==> src/rtl/ysyx_23060332_wbu_pkg.sv <==
// Shared widths, grant encoding and write-qualification helper for the
// ysyx_23060332 write-back unit.
package ysyx_23060332_wbu_pkg;

   localparam int WBU_XLEN       = 32;
   localparam int WBU_NREG       = 32;
   localparam int WBU_AW         = 5;
   localparam int WBU_STARVE_MAX = 3;

   typedef enum logic [1:0] {
      GNT_NONE = 2'b00,
      GNT_EXU  = 2'b01,
      GNT_LSU  = 2'b10
   } gnt_e;

   // x0 is hardwired to zero, so a result aimed at it never becomes a real write
   function automatic logic wb_is_write(input logic wen, input logic [WBU_AW-1:0] rd);
      return wen && (rd != {WBU_AW{1'b0}});
   endfunction

endpackage

==> src/rtl/ysyx_23060332_wbu_sb.sv <==
// Per-register busy scoreboard: set on issue, cleared when the write is
// registered, with set taking precedence on a same-index collision.
module ysyx_23060332_wbu_sb
   import ysyx_23060332_wbu_pkg::*;
#(
   parameter int NREG = WBU_NREG,
   parameter int AW   = WBU_AW
) (
   input  logic          clk,
   input  logic          rst,
   input  logic          i_set_en,
   input  logic [AW-1:0] i_set_idx,
   input  logic          i_clr_en,
   input  logic [AW-1:0] i_clr_idx,
   input  logic [AW-1:0] i_rs1,
   input  logic [AW-1:0] i_rs2,
   output logic          o_rs1_busy,
   output logic          o_rs2_busy
);

   logic [NREG-1:0] r_busy;
   logic [NREG-1:0] w_set_mask;
   logic [NREG-1:0] w_clr_mask;
   logic [NREG-1:0] w_busy_nxt;

   // Decode set/clear requests into one-hot masks; a newer producer beats the retiring one
   always_comb begin
      w_set_mask = '0;
      w_clr_mask = '0;
      for (int i = 0; i < NREG; i++) begin
         if (i_set_en && (i_set_idx == AW'(i))) begin
            w_set_mask[i] = 1'b1;
         end else begin
            w_set_mask[i] = 1'b0;
         end
         if (i_clr_en && (i_clr_idx == AW'(i))) begin
            w_clr_mask[i] = 1'b1;
         end else begin
            w_clr_mask[i] = 1'b0;
         end
      end
      w_busy_nxt    = (r_busy & ~w_clr_mask) | w_set_mask;
      w_busy_nxt[0] = 1'b0;
   end

   // Busy state register
   always_ff @(posedge clk or posedge rst) begin
      if (rst) begin
         r_busy <= '0;
      end else begin
         r_busy <= w_busy_nxt;
      end
   end

   assign o_rs1_busy = r_busy[i_rs1];
   assign o_rs2_busy = r_busy[i_rs2];

endmodule

==> src/rtl/ysyx_23060332_wbu.sv <==
// Write-back unit: arbitrates EXU/LSU results onto the single GPR write port,
// registers the write, counts commits and exposes busy/forward status to IDU.
module ysyx_23060332_wbu
   import ysyx_23060332_wbu_pkg::*;
#(
   parameter int XLEN       = WBU_XLEN,
   parameter int NREG       = WBU_NREG,
   parameter int AW         = WBU_AW,
   parameter int STARVE_MAX = WBU_STARVE_MAX
) (
   input  logic            clk,
   input  logic            rst,
   input  logic            i_iss_valid,
   input  logic            i_iss_wen,
   input  logic [AW-1:0]   i_iss_rd,
   input  logic            i_exu_valid,
   output logic            o_exu_ready,
   input  logic            i_exu_wen,
   input  logic [AW-1:0]   i_exu_rd,
   input  logic [XLEN-1:0] i_exu_data,
   input  logic            i_lsu_valid,
   output logic            o_lsu_ready,
   input  logic            i_lsu_wen,
   input  logic [AW-1:0]   i_lsu_rd,
   input  logic [XLEN-1:0] i_lsu_data,
   input  logic [AW-1:0]   i_idu_rs1,
   input  logic [AW-1:0]   i_idu_rs2,
   output logic            o_rs1_busy,
   output logic            o_rs2_busy,
   output logic            o_rs1_fwd,
   output logic            o_rs2_fwd,
   output logic [XLEN-1:0] o_fwd_data,
   output logic [AW-1:0]   o_reg_waddr,
   output logic [XLEN-1:0] o_reg_wdata,
   output logic            o_reg_wen,
   output logic [31:0]     o_commit_cnt
);

   localparam int SW = (STARVE_MAX < 1) ? 1 : $clog2(STARVE_MAX + 1);
   localparam logic [SW-1:0] STARVE_LIM = SW'(STARVE_MAX);

   gnt_e            w_gnt;
   logic            w_starved;
   logic            w_acc;
   logic            w_acc_wen;
   logic [AW-1:0]   w_acc_rd;
   logic [XLEN-1:0] w_acc_data;
   logic            w_wr;
   logic            w_iss_set;

   logic [SW-1:0]   r_starve;
   logic            r_wen;
   logic [AW-1:0]   r_waddr;
   logic [XLEN-1:0] r_wdata;
   logic [31:0]     r_commit_cnt;

   assign w_starved = (r_starve == STARVE_LIM);

   // LSU normally owns the port; a starved EXU takes it for one cycle
   always_comb begin
      w_gnt = GNT_NONE;
      if (rst) begin
         w_gnt = GNT_NONE;
      end else if (i_exu_valid && (w_starved || !i_lsu_valid)) begin
         w_gnt = GNT_EXU;
      end else if (i_lsu_valid) begin
         w_gnt = GNT_LSU;
      end else begin
         w_gnt = GNT_NONE;
      end
   end

   assign o_exu_ready = (w_gnt == GNT_EXU);
   assign o_lsu_ready = (w_gnt == GNT_LSU);

   // Select the payload of whichever source won the grant
   always_comb begin
      w_acc      = 1'b0;
      w_acc_wen  = 1'b0;
      w_acc_rd   = '0;
      w_acc_data = '0;
      case (w_gnt)
         GNT_EXU: begin
            w_acc      = 1'b1;
            w_acc_wen  = i_exu_wen;
            w_acc_rd   = i_exu_rd;
            w_acc_data = i_exu_data;
         end
         GNT_LSU: begin
            w_acc      = 1'b1;
            w_acc_wen  = i_lsu_wen;
            w_acc_rd   = i_lsu_rd;
            w_acc_data = i_lsu_data;
         end
         default: begin
            w_acc      = 1'b0;
            w_acc_wen  = 1'b0;
            w_acc_rd   = '0;
            w_acc_data = '0;
         end
      endcase
   end

   assign w_wr      = w_acc && wb_is_write(w_acc_wen, w_acc_rd);
   assign w_iss_set = i_iss_valid && wb_is_write(i_iss_wen, i_iss_rd);

   // Consecutive EXU losses; an idle or accepted EXU starts the count over
   always_ff @(posedge clk or posedge rst) begin
      if (rst) begin
         r_starve <= '0;
      end else if (i_exu_valid && !o_exu_ready) begin
         if (!w_starved) begin
            r_starve <= r_starve + SW'(1);
         end else begin
            r_starve <= r_starve;
         end
      end else begin
         r_starve <= '0;
      end
   end

   // Registered write port and commit counter; address and data hold when idle
   always_ff @(posedge clk or posedge rst) begin
      if (rst) begin
         r_wen        <= 1'b0;
         r_waddr      <= '0;
         r_wdata      <= '0;
         r_commit_cnt <= 32'h0000_0000;
      end else if (w_acc) begin
         r_wen        <= w_wr;
         r_waddr      <= w_acc_rd;
         r_wdata      <= w_acc_data;
         r_commit_cnt <= r_commit_cnt + 32'd1;
      end else begin
         r_wen        <= 1'b0;
      end
   end

   ysyx_23060332_wbu_sb #(
      .NREG (NREG),
      .AW   (AW)
   ) u_sb (
      .clk        (clk),
      .rst        (rst),
      .i_set_en   (w_iss_set),
      .i_set_idx  (i_iss_rd),
      .i_clr_en   (w_wr),
      .i_clr_idx  (w_acc_rd),
      .i_rs1      (i_idu_rs1),
      .i_rs2      (i_idu_rs2),
      .o_rs1_busy (o_rs1_busy),
      .o_rs2_busy (o_rs2_busy)
   );

   // Busy drops at the accept edge, one cycle before the register file holds the value
   assign o_rs1_fwd    = r_wen && (r_waddr == i_idu_rs1) && (i_idu_rs1 != '0);
   assign o_rs2_fwd    = r_wen && (r_waddr == i_idu_rs2) && (i_idu_rs2 != '0);
   assign o_fwd_data   = r_wdata;
   assign o_reg_wen    = r_wen;
   assign o_reg_waddr  = r_waddr;
   assign o_reg_wdata  = r_wdata;
   assign o_commit_cnt = r_commit_cnt;

endmodule

==> config.mk <==
export PLATFORM = sky130hd
export DESIGN_NAME = ysyx_23060332_wbu
export DESIGN_NICKNAME = d
export VERILOG_FILES = /design/src/rtl/ysyx_23060332_wbu_pkg.sv /design/src/rtl/ysyx_23060332_wbu_sb.sv /design/src/rtl/ysyx_23060332_wbu.sv
export SDC_FILE = /design/constraint.sdc
export NUM_CORES = 1
export LEC_CHECK = 0
export CAP_MARGIN = 5
export CORE_ASPECT_RATIO = 1.75
export CORE_MARGIN = 4
export CORE_UTILIZATION = 30
export CTS_CLUSTER_SIZE = 40
export DETAILED_ROUTE_END_ITERATION = 8
export HOLD_SLACK_MARGIN = 0.02
export PLACE_DENSITY_LB_ADDON = 0.05
export SLEW_MARGIN = 20
export SYNTH_ARGS = -nofsm -noshare
export SYNTH_HDL_FRONTEND = slang
export SYNTH_SLANG_ARGS = --single-unit
==> constraint.sdc <==
create_clock -name clk -period 5.67 [get_ports clk]
set_clock_uncertainty 0.15 [all_clocks]
set_input_delay 1.134 -clock clk [delete_from_list [all_inputs] [get_ports clk]]
set_output_delay 1.134 -clock clk [all_outputs]
set_load 0.01 [all_outputs]
* After elaboration in Yosys (flattened, before gate mapping)
Cells that the tools add are included.
Word-level totals: flip-flop bits (word level) 103, input port bits 97, output and inout port bits 108
Operators by class: $add $sub $neg 2, order comparisons 2, equality and inequality tests 68, muxes and demuxes 78, bitwise operators 3, reduce and logical (&&, ||, !) cells 84
Operators with widths (count):
- equality test 5 bit, second input constant | 32
- equality test 5 x 4 -> 1 bit, second input constant | 16
- logical AND 1 bit | 74
- two-way mux 1 bit | 68
- one-hot mux 32 bit (2 select lines) | 1
- equality test 5 x 3 -> 1 bit, second input constant | 8
- adder 32 x 1 -> 32 bit, second input constant | 1
- AND 32 bit | 1
- NOT 32 bit | 1
- bitwise OR 32 bit | 1
- equality test 5 x 2 -> 1 bit, second input constant | 4
- nonzero test 5 bit | 4
- less-than comparator 5 x 6 -> 1 bit, second input constant | 2
- binary-select mux 1 bit (select 5 bit) | 2
- equality test 5 x 1 -> 1 bit, second input constant | 2
- equality test 5 bit | 2
- logical NOT 5 bit | 2
- two-way mux 2 bit | 5
- one-hot mux 5 bit (2 select lines) | 1
- equality test 2 bit, second input constant | 2
- adder 2 x 1 -> 2 bit, second input constant | 1
- equality test 2 x 1 -> 1 bit, second input constant | 1
- logical NOT 1 bit | 2
- inequality test 2 bit, second input constant | 1
- other kinds (3) | 3

* Logic depth before layout (Yosys ltp)
Gate-level depths: netlist (run 1).
word-level depth 15, gate-level depth with buffers 11

* Hierarchy
Synthesis (run 1) repeated with hierarchy kept, for this count alone.
Unflattened totals: cells, all modules 566, area total of the unflattened synthesis 5520.3 sq um
Modules (own cells, without submodules):
- ysyx_23060332_wbu | times used 1, cells each 368, area an instance 3682.3 sq um, sequential area each 1801.7 sq um
- ysyx_23060332_wbu_sb | times used 1, cells each 198, area an instance 1838.0 sq um, sequential area each 775.7 sq um

* Least setup slack after synthesis (run 1)
OpenSTA, ideal clock, no wires.
path type input-to-reg, start input rst, end register u_sb.r_busy[16], arrival 5.269 ns, path slack 0.120 ns, stages on the path 10, path through inv_1 > and3_1 > inv_1 > ha_1 > buf_2 > buf_6 > a22o_1 > or4_4 > o31ai_2 > o41ai_1
Between the ends: longest elaborated chain between the ends 11, elaborated cells between the ends (all ways) 16, those cells by class 3 x eq/ne; 5 x mux; 3 x bitwise; 5 x reduce/logical
Ends and longest elaborated chain:
- from (decl) | line ysyx_23060332_wbu.sv:12 | input logic rst,
- two-way mux 2 bit * | line ysyx_23060332_wbu.sv:62 | if (rst) begin
- equality test 2 bit *
- named net o_lsu_ready | line ysyx_23060332_wbu.sv:22 | output logic o_lsu_ready,
- one-hot mux 5 bit (2 select lines) | line ysyx_23060332_wbu.sv:82 | case (w_gnt)
- nonzero test 5 bit | line ysyx_23060332_wbu_pkg.sv:18 | return wen && (rd != {WBU_AW{1'b0}});
- logical AND 1 bit | line ysyx_23060332_wbu_pkg.sv:18
- logical AND 1 bit | line ysyx_23060332_wbu.sv:104 | assign w_wr = w_acc && wb_is_write(w_acc_wen, w_acc_rd);
- logical AND 1 bit * | line ysyx_23060332_wbu_sb.sv:36 | if (i_clr_en && (i_clr_idx == AW'(i))) begin
- two-way mux 1 bit * | line ysyx_23060332_wbu_sb.sv:36
- NOT 32 bit * | line ysyx_23060332_wbu_sb.sv:42 | w_busy_nxt = (r_busy & ~w_clr_mask) | w_set_mask;
- AND 32 bit * | line ysyx_23060332_wbu_sb.sv:42
- bitwise OR 32 bit * | line ysyx_23060332_wbu_sb.sv:42
- named net u_sb.w_busy_nxt[16] | line ysyx_23060332_wbu_sb.sv:24 | logic [NREG-1:0] w_busy_nxt;
- to (signal assigned) | line ysyx_23060332_wbu_sb.sv:51 | r_busy <= w_busy_nxt;
- to (decl) | line ysyx_23060332_wbu_sb.sv:21 | logic [NREG-1:0] r_busy;
Mark *: on every way through the listed nets, which the timed path passes. The rest lies on a longest branch. A chain may end at the register's enable or synchronous reset.

* Worst setup path after layout (run 1)
start input i_idu_rs1[1], end output o_rs1_busy
Between the ends: longest elaborated chain between the ends 2
Ends and longest elaborated chain:
- from (decl) | line ysyx_23060332_wbu.sv:26 | input logic [AW-1:0] i_idu_rs1,
- binary-select mux 1 bit (select 5 bit) | line ysyx_23060332_wbu_sb.sv:55 | assign o_rs1_busy = r_busy[i_rs1];
- two-way mux 1 bit (not written as such) | line ysyx_23060332_wbu_sb.sv:55
- to (decl) | line ysyx_23060332_wbu.sv:28 | output logic o_rs1_busy,
Every way passes these cells. The select of a mux whose other input is x is not followed.

==> metrics.cfg, run 1 <==
[min_path]
hold_path_end=o_commit_cnt[31]$_DFFE_PP0P_
hold_class=reg2reg
hp-start=o_commit_cnt[31]$_DFFE_PP0P_
hold_depth=1

[placement]
place_hpwl_um=14000
place.gp.congestion=0.822
place_area_um2=7670
portBuffers=204

[timing]
hold_viol=0
worstMarginPinSlew_ns=0.775
fin_crit_ns=4.92
drv_slew=0
fmax_ghz=0.203
setup_tns_ns=0
setup_viol=0
fin_crit_sh_pct=86.7
maxSlewHeadroom_pct=48.3
rsz0062_at_grt=no

[logic_synthesis]
synth_edf_count=0
synth_fp_nets=658
synth-seq-area-share_pct=45.4
syn_inst=557
yosys.area.top_type=dfrtp_1
yosysWarningCount=0
synth_ff_type=dfrtp_1
syn_area_per_cell_um2=10.2
synth_top_area_share_pct=45.4
syn_area_um2=5670
yosys.cell_types.count=45
synth_async_sr_flop_share_pct=100
ys_seq_elements=103
synth_area_leaders=dfrtp_1 45%, o21ai_0 7.4%, a22oi_1 5.7%, mux4_2 5.6%, buf_4 4.4%

[route]
wl_per_cell_um=18.8
vias_per_cell=5.09
ant_nets=0
drc=0
wl_um=18000
dr.pass1.iters=4
dr.first_iter.drc_count=139
vias=4879

[final_layout]
final-seq-area_um2=2580
syn2layout_area_growth_pct=40.4
multiInputGateArea_um2=2640
drive_above_1_share_pct=7.78
fillCellCount=1854
diodes=0
finalNetCount=816
stdcell_area_um2=7960

[clock_tree]
clock_path_buffers=2
holdBufCountCts=0
post-cts-setup-buffers=0
clock-sinks=103
path_clk_slew_ns=0.07
cts_resized=0
clock_latency_ns=0.35
numCtsBuffers=9
cts_tree=yes
htreeDepth=3
root_buffer=clkbuf_16

[power]
peakVddDrop_v=0.000124
power.density_cell_area_nw_per_um2=264
power.total_w=0.00210
p_leak_nw=3.27

[setup_path]
end_kind=primary output
cp_top_family=buffers and inverters
cp.depth=6
path_max_fanout=9
crit_path_top_delay_cell=clkdlybuf4s50_1
worstSetupStartpointType=primary input
slowest_delay_ns=0.82
r2r_cells=9
crit_buf_inv=2
critPathKind=in2out
r2r_start=r_starve[0]$_DFFE_PP0P_
reg2reg_slack_ns=2.27
cp.arrival_ns=3.63
rr_endpoint=u_sb.r_busy[2]$_DFF_PP0_
crit_chain=clkdlybuf4s50_1 -> mux4_2 -> mux4_2 -> nor2_1 -> a31oi_1 -> clkdlybuf4s50_1
crit_required_ns=4.39

[die]
core_area_um2=18600
die_y_um=190
die-area_um2=21300
rows=66
die_w_um=112
initial_utilization_pct=30.5
top_level_ports=205

[global_route]
antenna_found_initial=0
grt_pass1_vias=5306
grt_pass1_wl_um=29000
overflow=0
grt_usage_pct=17.2
grt_max_degree=67

[run_status]
run_status=finished clean

[job]
cap_violations=0

## state kept, by name, indices dropped and copies added (netlist names)
register / flops
o_reg_waddr: 5
o_commit_cnt: 32
o_reg_wen: 1
o_fwd_data: 32
u_sb.r_busy: 31
r_starve: 2
## worst register-to-register path: cells and delay by family (launching register included)
kind                     cells  cell delay (ns)
adder cells (fa/ha/maj)      2             0.60
buffers and inverters        1             0.40
flip-flops                   1             0.37
AO/OA/AOI/OAI                3             0.65
AND/OR/NAND/NOR              3             1.07
## Yosys cell counts (2+ instances only)
cell type  instances
nand3_1           19
or4_1              7
o32ai_1            2
nand3b_1           3
nor2_1            14
nand4b_1           2
or3b_2             2
nand2_1           48
a31oi_1            3
o21ai_1            3
a22o_1             5
buf_6              3
xor2_1            19
mux2i_1            7
xnor2_1           21
or3_1              2
nand4_1            8
clkbuf_1          20
a21oi_1            4
nor4_1             4
and4_1             3
and3_1             6
a22oi_1           43
buf_4             33
nor4_4             3
nand2b_1           8
o21ai_0           84
or2_2              2
inv_1             18
ha_1               4
dfrtp_1          103
buf_2              6
or4_4              4
mux2_2             8
mux4_2            14
o221ai_1           2
nor3_1            12
## layer usage
metal | vias to the layer above | wire [um] | GRT usage (%)
li1 | 2314 | - | -
met1 | 2368 | 7000 | 19.5
met2 | 179 | 9450 | 31.1
met3 | 18 | 1180 | 4.55
met4 | 0 | 371 | 5.55
met5 | - | 0 | 0
## how the worst max path moves through the flow
stage                       from                         to
finish              i_idu_rs1[1]                 o_rs1_busy
global route        i_idu_rs1[1]                 o_rs1_busy
CTS                 i_idu_rs1[1]                 o_rs1_busy
detailed placement  i_idu_rs1[1]                 o_rs1_busy
global placement    i_idu_rs1[1]                 o_rs1_busy
floorplan                    rst  u_sb.r_busy[16]$_DFF_PP0_
## area by class of cell
cell class | count | area share, %
Tap cell | 238 | 3.74
Clock buffer | 11 | 2.92
Inverter | 18 | 0.880
Timing Repair Buffer | 210 | 26.2
Sequential cell | 103 | 32.4
Clock inverter | 5 | 0.723
Multi-Input combinational cell | 373 | 33.1
## where the power goes
group / switching (W) / total [W] / internal [W]
Sequential: 0.000101 / 0.000928 / 0.000827
Combinational: 0.000233 / 0.000554 / 0.000321
Clock: 0.000278 / 0.000622 / 0.000344
## kinds of logic (layout without fill, tap and decap cells)
logic type / after synthesis / in the layout / share of synthesized area (%)
mux: 29 / 29 / 8.38
xor+xnor: 40 / 40 / 6.18
simple gates: 150 / 150 / 15.0
fa+ha+maj: 4 / 4 / 0.882
compound gates: 150 / 150 / 16.1
buf+inv: 81 / 244 / 8.07
flops: 103 / 103 / 45.4
## through the flow
| step | instances | setup slack (ns) | utilization [%] | hold slack, ns |
|---|---|---|---|---|
| 6_report | 958 | 0.752 | 42.8 | 0.324 |
| 5_1_grt | 958 | 0.643 | 42.8 | 0.377 |
| 4_1_cts | 958 | 0.734 | 42.8 | 0.335 |
| 3_5_place_dp | 942 | 0.737 | 41.3 | 0.324 |
| 3_3_place_gp | 942 | 0.761 | 41.3 | 0.310 |
| 2_1_floorplan | 557 | 0.120 | - | 0.321 |
## placed cells by master, fill, tap and decap left out, types with 2 or more instances in the layout
cell type	netlist	final
inv_1	18	17
clkbuf_1	20	2
o21ai_1	3	3
or3b_2	2	2
xnor2_1	21	21
a31oi_1	3	3
nand2b_1	8	8
a22oi_1	43	43
nand4b_1	2	2
nor3_1	12	12
nand2_1	48	48
o32ai_1	2	2
nand4_1	8	8
mux2_2	8	8
clkbuf_16	0	9
and4_1	3	3
clkinv_2	0	2
ha_1	4	3
or2_2	2	2
buf_4	33	6
mux2i_1	7	7
a21oi_1	4	4
or4_1	7	7
nand3_1	19	19
clkdlybuf4s50_1	0	204
o221ai_1	2	2
nand3b_1	3	3
nor4_1	4	4
or3_1	2	2
a22o_1	5	5
mux4_2	14	14
nor2_1	14	14
xor2_1	19	19
o21ai_0	84	84
dfrtp_1	103	103
or4_4	4	4
and3_1	6	6
nor4_4	3	3
(Power assumes the default switching activity.)
==> run 2: changes to the inputs <==
- ABC_CLOCK_PERIOD_IN_PS: unset -> 5670
- CORE_MARGIN: 4 -> 2
==> metrics.cfg, run 2 (synthesized netlist as in run 1, its figures left out) <==
[run_status]
run_status=finished clean  ; unchanged

[timing]
hold_viol=0  ; unchanged
fmax_ghz=0.209  ; was 0.203 GHz
fin_crit_sh_pct=84.4  ; was 86.7%
maxSlewHeadroom_pct=48.5  ; was 48.3%
setup_tns_ns=0  ; unchanged
worstMarginPinSlew_ns=0.773  ; was 0.775 ns
rsz0062_at_grt=no  ; unchanged
setup_viol=0  ; unchanged
fin_crit_ns=4.78  ; was 4.92 ns
drv_slew=0  ; unchanged

[setup_path]
crit_path_top_delay_cell=clkdlybuf4s50_1  ; unchanged
r2r_start=r_starve[0]$_DFFE_PP0P_  ; unchanged
end_kind=primary output  ; unchanged
reg2reg_slack_ns=2.40  ; was 2.27 ns
slowest_delay_ns=0.69  ; was 0.82 ns
rr_endpoint=u_sb.r_busy[14]$_DFF_PP0_  ; was u_sb.r_busy[2]$_DFF_PP0_
cp.arrival_ns=3.50  ; was 3.63 ns
path_max_fanout=5  ; was 9
cp_top_family=buffers and inverters  ; unchanged
worstSetupStartpointType=primary input  ; unchanged
r2r_cells=9  ; unchanged
crit_buf_inv=2  ; unchanged
critPathKind=in2out  ; unchanged
crit_required_ns=4.39  ; about the same
crit_chain=clkdlybuf4s50_1 -> mux4_2 -> mux4_2 -> nor2_1 -> a31oi_1 -> clkdlybuf4s50_1  ; unchanged

[power]
peakVddDrop_v=0.000126  ; was 0.000124 V
p_leak_nw=3.30  ; was 3.27 nW
power.density_cell_area_nw_per_um2=263  ; was 264 nW/um2

[route]
vias=4894  ; was 4879
ant_nets=0  ; unchanged
wl_um=17700  ; was 18000 um
vias_per_cell=5.08  ; was 5.09
dr.pass1.iters=4  ; unchanged
drc=0  ; unchanged
dr.first_iter.drc_count=154  ; was 139
wl_per_cell_um=18.3  ; was 18.8 um

[min_path]
hold_path_end=o_commit_cnt[31]$_DFFE_PP0P_  ; unchanged
hold_class=reg2reg  ; unchanged
hold_depth=1  ; unchanged
hp-start=o_commit_cnt[31]$_DFFE_PP0P_  ; unchanged

[clock_tree]
clock_latency_ns=0.35  ; about the same
htreeDepth=3  ; unchanged
clock_path_buffers=2  ; unchanged
path_clk_slew_ns=0.08  ; was 0.07 ns
clock-sinks=103  ; unchanged
numCtsBuffers=9  ; unchanged
post-cts-setup-buffers=0  ; unchanged
cts_tree=yes  ; unchanged
cts_resized=0  ; unchanged
holdBufCountCts=0  ; unchanged
root_buffer=clkbuf_16  ; unchanged

[placement]
portBuffers=204  ; unchanged
place.gp.congestion=0.834  ; was 0.822
dp_cells=946  ; was 942
place_hpwl_um=13700  ; was 14000 um

[die]
top_level_ports=205  ; unchanged
die_y_um=186  ; was 190 um
core_area_um2=18600  ; unchanged
die_w_um=108  ; was 112 um
initial_utilization_pct=30.5  ; unchanged
die-area_um2=20100  ; was 21300 um2
rows=66  ; unchanged

[job]
cap_violations=0  ; unchanged

[final_layout]
stdcell_count=963  ; was 958
multiInputGateArea_um2=2640  ; unchanged
fillCellCount=1854  ; unchanged
final-seq-area_um2=2580  ; unchanged
layout_commonest_cell=clkdlybuf4s50_1  ; unchanged
drive_above_1_share_pct=8.56  ; was 7.78%
finalNetCount=820  ; was 816
syn2layout_area_growth_pct=41.1  ; was 40.4%
layout_common_cells=204 x clkdlybuf4s50_1, 103 x dfrtp_1, 84 x o21ai_0  ; unchanged

[global_route]
grt_max_degree=67  ; unchanged
grt_pass1_vias=5046  ; was 5306
grt_pass1_wl_um=28000  ; was 29000 um
overflow=0  ; unchanged
antenna_found_initial=1  ; was 0
grt_usage_pct=18.2  ; was 17.2%

-- run 2: metrics by stage --
step | total power (W) | hold slack, ns | setup slack (ns) | cell area, um2 | utilization, %
after floorplan | 0.00121 | 0.321 | 0.120 | 5670 | -
after global placement | 0.00149 | 0.312 | 0.931 | 7700 | 41.4
after detailed placement | 0.00150 | 0.320 | 0.860 | 7700 | 41.4
after CTS | 0.00214 | 0.331 | 0.856 | 8000 | 43.1
after global routing | 0.00223 | 0.342 | 0.779 | 8000 | 43.1
final | 0.00211 | 0.321 | 0.886 | 8000 | 43.1
-- run 2: final cells by class --
| class | instances | area share (%) |
|---|---|---|
| inverters | 18 | 0.875 |
| well taps | 238 | 3.72 |
| multi-input cells | 373 | 33.0 |
| clock inverters | 5 | 0.594 |
| repair buffers | 214 | 26.4 |
| flip-flops and latches | 103 | 32.2 |
| diodes | 1 | 0.0313 |
| clock buffers | 11 | 3.16 |
-- run 2: worst reg2reg max path, stage by stage, from the launching register on --
cell      delay, ns
dfrtp_1        0.37
ha_1           0.24
nand2b_1       0.12
and3_1         0.18
ha_2           0.23
buf_4          0.43
a22oi_1        0.32
or4_1          0.76
o21ai_0        0.25
o21ai_0        0.11
-- run 2: worst max-delay path by stage --
| stage | start | to | slack (ns) | depth (start not counted) |
|---|---|---|---|---|
| 2_1_floorplan | rst | u_sb.r_busy[16]$_DFF_PP0_ | 0.12 | 10 |
| 3_3_place_gp | i_idu_rs1[1] | o_rs1_busy | 0.93 | 6 |
| 3_5_place_dp | i_idu_rs1[1] | o_rs1_busy | 0.86 | 6 |
| 4_1_cts | i_idu_rs1[1] | o_rs1_busy | 0.86 | 6 |
| 5_1_grt | i_idu_rs1[1] | o_rs1_busy | 0.78 | 6 |
| 6_report | i_idu_rs1[1] | o_rs1_busy | 0.89 | 6 |
-- run 2: metal layers --
metal  vias up  GRT usage [%]  part of all wire, %
met2       201           32.4                   52
met1      2353           21.3                   38
li1       2317              -                    -
met3        23           3.75                  7.2
met5         -              0                    0
met4         0           6.87                  2.7
-- run 2: where the power goes --
part / total [W] / switching, W / internal (W)
Combinational: 0.000556 / 0.000233 / 0.000323
Sequential: 0.000929 / 0.000102 / 0.000827
Clock: 0.000622 / 0.000291 / 0.000331
